===== config.mk =====
export PLATFORM = sky130hd
export DESIGN_NAME = fetch_stage
export DESIGN_NICKNAME = d
export VERILOG_FILES = /design/src/rtl/fetch_stage.sv
export SDC_FILE = /design/constraint.sdc
export NUM_CORES = 1
export LEC_CHECK = 0
export CAP_MARGIN = 10
export CELL_PAD_IN_SITES_DETAIL_PLACEMENT = 0
export CELL_PAD_IN_SITES_GLOBAL_PLACEMENT = 1
export CORE_ASPECT_RATIO = 1.1
export CORE_MARGIN = 8
export CORE_UTILIZATION = 25
export DETAILED_ROUTE_END_ITERATION = 7
export PLACE_DENSITY = 0.64
export SYNTH_ARGS = -nofsm -noshare
export SYNTH_HDL_FRONTEND = slang
export SYNTH_SLANG_ARGS = --single-unit

===== constraint.sdc =====
create_clock -name CLK -period 2.2 [get_ports CLK]
set_clock_uncertainty 0.1 [all_clocks]
set_input_delay 0.22 -clock CLK [delete_from_list [all_inputs] [get_ports CLK]]
set_output_delay 0.22 -clock CLK [all_outputs]
set_load 0.02 [all_outputs]

===== src/rtl/fetch_stage.sv =====
// Instruction-fetch stage: PC register, icache request and IF/ID latch.
// Optional perf counters are enabled with `define FETCH_PERF_CNT_EN.
module fetch_stage #(
  parameter logic [31:0] PC_INIT  = 32'h0000_0000,
  parameter logic [31:0] NOP_WORD = 32'h0000_0000
) (
  input  logic        CLK,
  input  logic        RST,
  input  logic        ihit,
  input  logic [31:0] iload,
  output logic        iREN,
  output logic [31:0] iaddr,
  input  logic        stall_i,
  input  logic        redirect_i,
  input  logic [31:0] target_i,
  input  logic        halt_i,
  output logic [31:0] instr_o,
  output logic [31:0] npc_o,
  output logic        valid_o,
  output logic        halted_o
`ifdef FETCH_PERF_CNT_EN
  ,
  output logic [31:0] fetch_cnt_o,
  output logic [31:0] bubble_cnt_o
`endif
);

  typedef enum logic {FETCH, HALTED} state_t;

  localparam logic [31:0] PC_RESET = PC_INIT & 32'hFFFF_FFFC;

  state_t      state, state_next;
  logic [31:0] pc, pc_next;
  logic [31:0] instr_next, npc_next;
  logic        valid_next, halted_next;
  logic [31:0] pc_plus4;
  logic [31:0] redirect_pc;
  logic        fetch_inc, bubble_inc;

  assign pc_plus4    = pc + 32'd4;
  assign redirect_pc = target_i & 32'hFFFF_FFFC;

  always_ff @(posedge CLK) begin
    if (RST) begin
      state    <= FETCH;
      pc       <= PC_RESET;
      instr_o  <= NOP_WORD;
      npc_o    <= 32'h0000_0000;
      valid_o  <= 1'b0;
      halted_o <= 1'b0;
    end else begin
      state    <= state_next;
      pc       <= pc_next;
      instr_o  <= instr_next;
      npc_o    <= npc_next;
      valid_o  <= valid_next;
      halted_o <= halted_next;
    end
  end

  // Redirect outranks halt because a halt seen alongside a redirect is wrong-path.
  always_comb begin
    state_next  = state;
    pc_next     = pc;
    instr_next  = instr_o;
    npc_next    = npc_o;
    valid_next  = valid_o;
    halted_next = halted_o;
    iREN        = 1'b0;
    iaddr       = pc;
    fetch_inc   = 1'b0;
    bubble_inc  = 1'b0;
    case (state)
      FETCH: begin
        iREN = 1'b1;
        if (redirect_i) begin
          pc_next    = redirect_pc;
          instr_next = NOP_WORD;
          valid_next = 1'b0;
        end else if (halt_i) begin
          state_next  = HALTED;
          halted_next = 1'b1;
          instr_next  = NOP_WORD;
          valid_next  = 1'b0;
        end else if (stall_i) begin
          bubble_inc = 1'b1;
        end else if (ihit) begin
          instr_next = iload;
          npc_next   = pc_plus4;
          valid_next = 1'b1;
          pc_next    = pc_plus4;
          fetch_inc  = 1'b1;
        end else begin
          instr_next = NOP_WORD;
          valid_next = 1'b0;
          bubble_inc = 1'b1;
        end
      end
      HALTED: begin
        instr_next  = NOP_WORD;
        valid_next  = 1'b0;
        halted_next = 1'b1;
      end
      default: begin
        state_next = FETCH;
      end
    endcase
  end

`ifdef FETCH_PERF_CNT_EN
  always_ff @(posedge CLK) begin
    if (RST) begin
      fetch_cnt_o  <= 32'h0000_0000;
      bubble_cnt_o <= 32'h0000_0000;
    end else begin
      if (fetch_inc)  fetch_cnt_o  <= fetch_cnt_o + 32'd1;
      if (bubble_inc) bubble_cnt_o <= bubble_cnt_o + 32'd1;
    end
  end
`else
  logic unused_cnt;
  assign unused_cnt = fetch_inc ^ bubble_inc;
`endif

endmodule


==> results.sh <==
export IMPL_outcome="complete, no violations"
export IMPL_drv_max_cap_violation_count=0
export IMPL_power_leakage_nw=2.486
export IMPL_dieArea_um2=22940
export IMPL_detail_route_vias_per_cell=4.847
export IMPL_buffer_ports_inserted=162
export IMPL_worstHoldPathType="primary input to flop"
export IMPL_synth_cell_area_um2=4587
export IMPL_cts_sinks=95
export IMPL_drt_iter0_drc=280
export IMPL_die_w_um=145.2
export IMPL_wl_per_cell_um=17.90
export IMPL_async_flop_share_pct=0
export IMPL_numCtsBuffers=9
export IMPL_grt_antenna_before_repair=0
export IMPL_worst_setup_path_type="flop to flop"
export IMPL_cts_repair_timing_setup_buffer_count=0
export IMPL_fmax_mhz=493.5
export IMPL_layout_nets=783
export IMPL_yosysSeqAreaShare_pct=41.46
export IMPL_post_route_cells_drive_above_1_share_pct=11.44
export IMPL_synth_top_cell_by_area="dfxtp_1"
export IMPL_largest_net_degree_at_the_start_of_global_routing=57
export IMPL_diodes=0
export IMPL_ctsRootBufferMaster="clkbuf_16"
export IMPL_placeableCoreArea_um2=18220
export IMPL_tritoncts="done"
export IMPL_postSynthCellCount=545
export IMPL_antenna_violating_nets_post_route=0
export IMPL_cts_repair_resize_count=0
export IMPL_power_per_cell_area_nw_per_um2=617.2
export IMPL_totalWireLength_um=17180
export IMPL_ys_seq_elements=95
export IMPL_vdd_ir_drop_max_mv=0.3703
export IMPL_synth_area_leaders="dfxtp_1 (41%), a22oi_1 (6.2%), nor2_1 (5.6%)"
export IMPL_final_setup_fails=0
export IMPL_synth_top_cell_area_share_pct=41.46
export IMPL_initial_utilization_pct=25.18
export IMPL_worst_slack_ns=0.1735
export IMPL_drt_first_pass_iters=4
export IMPL_final_period_utilization_pct=92.11
export IMPL_critPathCaptureType="flop"
export IMPL_post_synth_cell_types=58
export IMPL_synth_edf_count=0
export IMPL_num_vias=4653
export IMPL_arrival_time_at_the_worst_endpoint_ns=2.21
export IMPL_clock_insertion_delay_worst_skew_ns=0.35
export IMPL_io_pins=169
export IMPL_area_growth_synth_to_finish_pct=51.83
export IMPL_hpwlAfterDp_um=12840
export IMPL_grt_ovfl_total=0
export IMPL_grt_pass1_wl_um=27440
export IMPL_startpoint_type="flop"
export IMPL_hold_violation_total_from_the_final_report=0
export IMPL_htreeDepth=3
export IMPL_place_gp_congestion=0.8102
export IMPL_crit_required_ns=2.38
export IMPL_drcViolationCount=0
export IMPL_clock_path_buffers=2
export IMPL_synthesis_yosys_warnings=0
export IMPL_clk_pin_slew_worst_paths_ns=0.08
export IMPL_fin_setup_tns_ns=0
export IMPL_flip_flop_cell_with_the_highest_count_after_synthesis="dfxtp_1"
export IMPL_cts_hold_buffers_added=0
export IMPL_pre_cts_slack_ns=0.09290
export IMPL_crit_fanout=5
export IMPL_synth_avg_cell_area_um2=8.416
export IMPL_number_of_rows_in_the_core_area=52
export IMPL_die_height_um=158.1
export IMPL_first_global_vias=4907
export IMPL_total_track_usage_pct=14.94
export IMPL_setup_repair_after_global_routing_missed_its_margin="no"
export IMPL_slew_violations=0
export IMPL_final_min_clock_period_ns=2.026
## stage by stage
step / cells / utilization (%) / cell area, um^2 / total power, mW / hold slack (ns)
3_5_place_dp: 944 / 36.46 / 6643 / 2.630 / 0.3526
2_1_floorplan: 548 / - / 4598 / 2.238 / 0.2826
4_1_cts: 960 / 38.23 / 6964 / 4.366 / 0.1199
6_report: 960 / 38.23 / 6964 / 4.298 / 0.1282
3_3_place_gp: 944 / 36.46 / 6643 / 2.621 / 0.3437
5_1_grt: 960 / 38.23 / 6964 / 4.496 / 0.1667
## cell families after synthesis
kind of cell | count (synthesis) | share of synthesized area (%)
muxes | 6 | 1.309
AOI/OAI and AO/OA | 165 | 23.05
buffers and inverters | 56 | 5.674
adders and majority gates | 1 | 0.2727
xor gates and xnor gates | 27 | 5.156
DFF | 95 | 41.46
and+or+nand+nor | 194 | 23.00
other | 1 | 0.08175
## final cells by class
class	count	area, um^2
Fill cell	1892	11250
Timing Repair Buffer	205	1972
Multi-Input combinational cell	397	2450
Inverter	4	15.01
Clock inverter	7	96.34
Tap cell	243	304.0
Sequential cell	95	1902
Clock buffer	9	225.2
## cells in the final DEF (no fill, tap or decap), drive strengths merged, types with 3 or more instances in the layout
cell,netlist,layout
clkdlybuf4s50,0,160
dfxtp,95,95
nor2,70,70
buf,24,45
o21ai,40,40
nand2,39,39
a22oi,38,38
a21oi,38,38
nand3,22,22
nand4,17,17
xor2,15,15
xnor2,12,12
a31oi,12,12
and3,10,10
clkbuf,28,9
nor3,9,9
a211oi,8,8
nor2b,6,6
mux2i,6,6
o31ai,6,6
inv,2,6
a21o,5,5
a22o,5,5
or3,4,4
conb,1,4
and4,3,3
o41ai,3,3
a32o,3,3
clkinv,2,3
nor4,3,3
## state kept, by name, summed over array words and instances (netlist names)
register / cells
state: 1
iaddr: 30
valid_o: 1
npc_o: 30
instr_o: 32
halted_o: 1
## worst max-delay path, stage by stage, from the launching register on
cell and delay (ns):
dfxtp_1 0.42, ha_1 0.24, nand4_2 0.19, nor3_2 0.32
nand4_1 0.20, or3_1 0.34, a31oi_1 0.15
## power breakdown
part	total (mW)	switching, mW	internal (mW)
sequential	1.86	0.0771	1.78
combinational	0.722	0.365	0.357
clock	1.72	0.794	0.921
total	4.30	1.24	3.06
## layer usage
metal	vias to the layer above	part of all wire (%)	routed length, um	track usage [%]
li1	2307	-	-	-
met1	2173	44	7482	17.49
met2	154	45	7793	24.44
met3	19	9.1	1559	5.775
met4	0	2.0	345	5.605
met5	-	0	0	0
## path summary, 6_finish.rpt
path / end / slack [ns] / cells past startpoint / from
worst min-delay path: iaddr[18] / 0.13 / 2 / RST
worst max register to register: iaddr[24] / 0.17 / 6 / iaddr[2]
worst min register to register: npc_o[3] / 0.37 / 2 / npc_o[3]
worst max-delay path: iaddr[24] / 0.17 / 6 / iaddr[2]
## synthesized netlist by cell type (all sizes together) (3+ instances only)
cell and number:
a211oi 8, xor2 15, nor2 70, a21oi 38
o21ai 40, clkbuf 28, a31oi 12, nand2 39
nor2b 6, nor3 9, and4 3, dfxtp 95
and3 10, or3 4, a32o 3, mux2i 6
nand3 22, a22oi 38, nor4 3, o31ai 6
xnor2 12, buf 24, nand4 17, a21o 5
a22o 5, o41ai 3
Note: power is estimated with default switching activity, not from simulation.
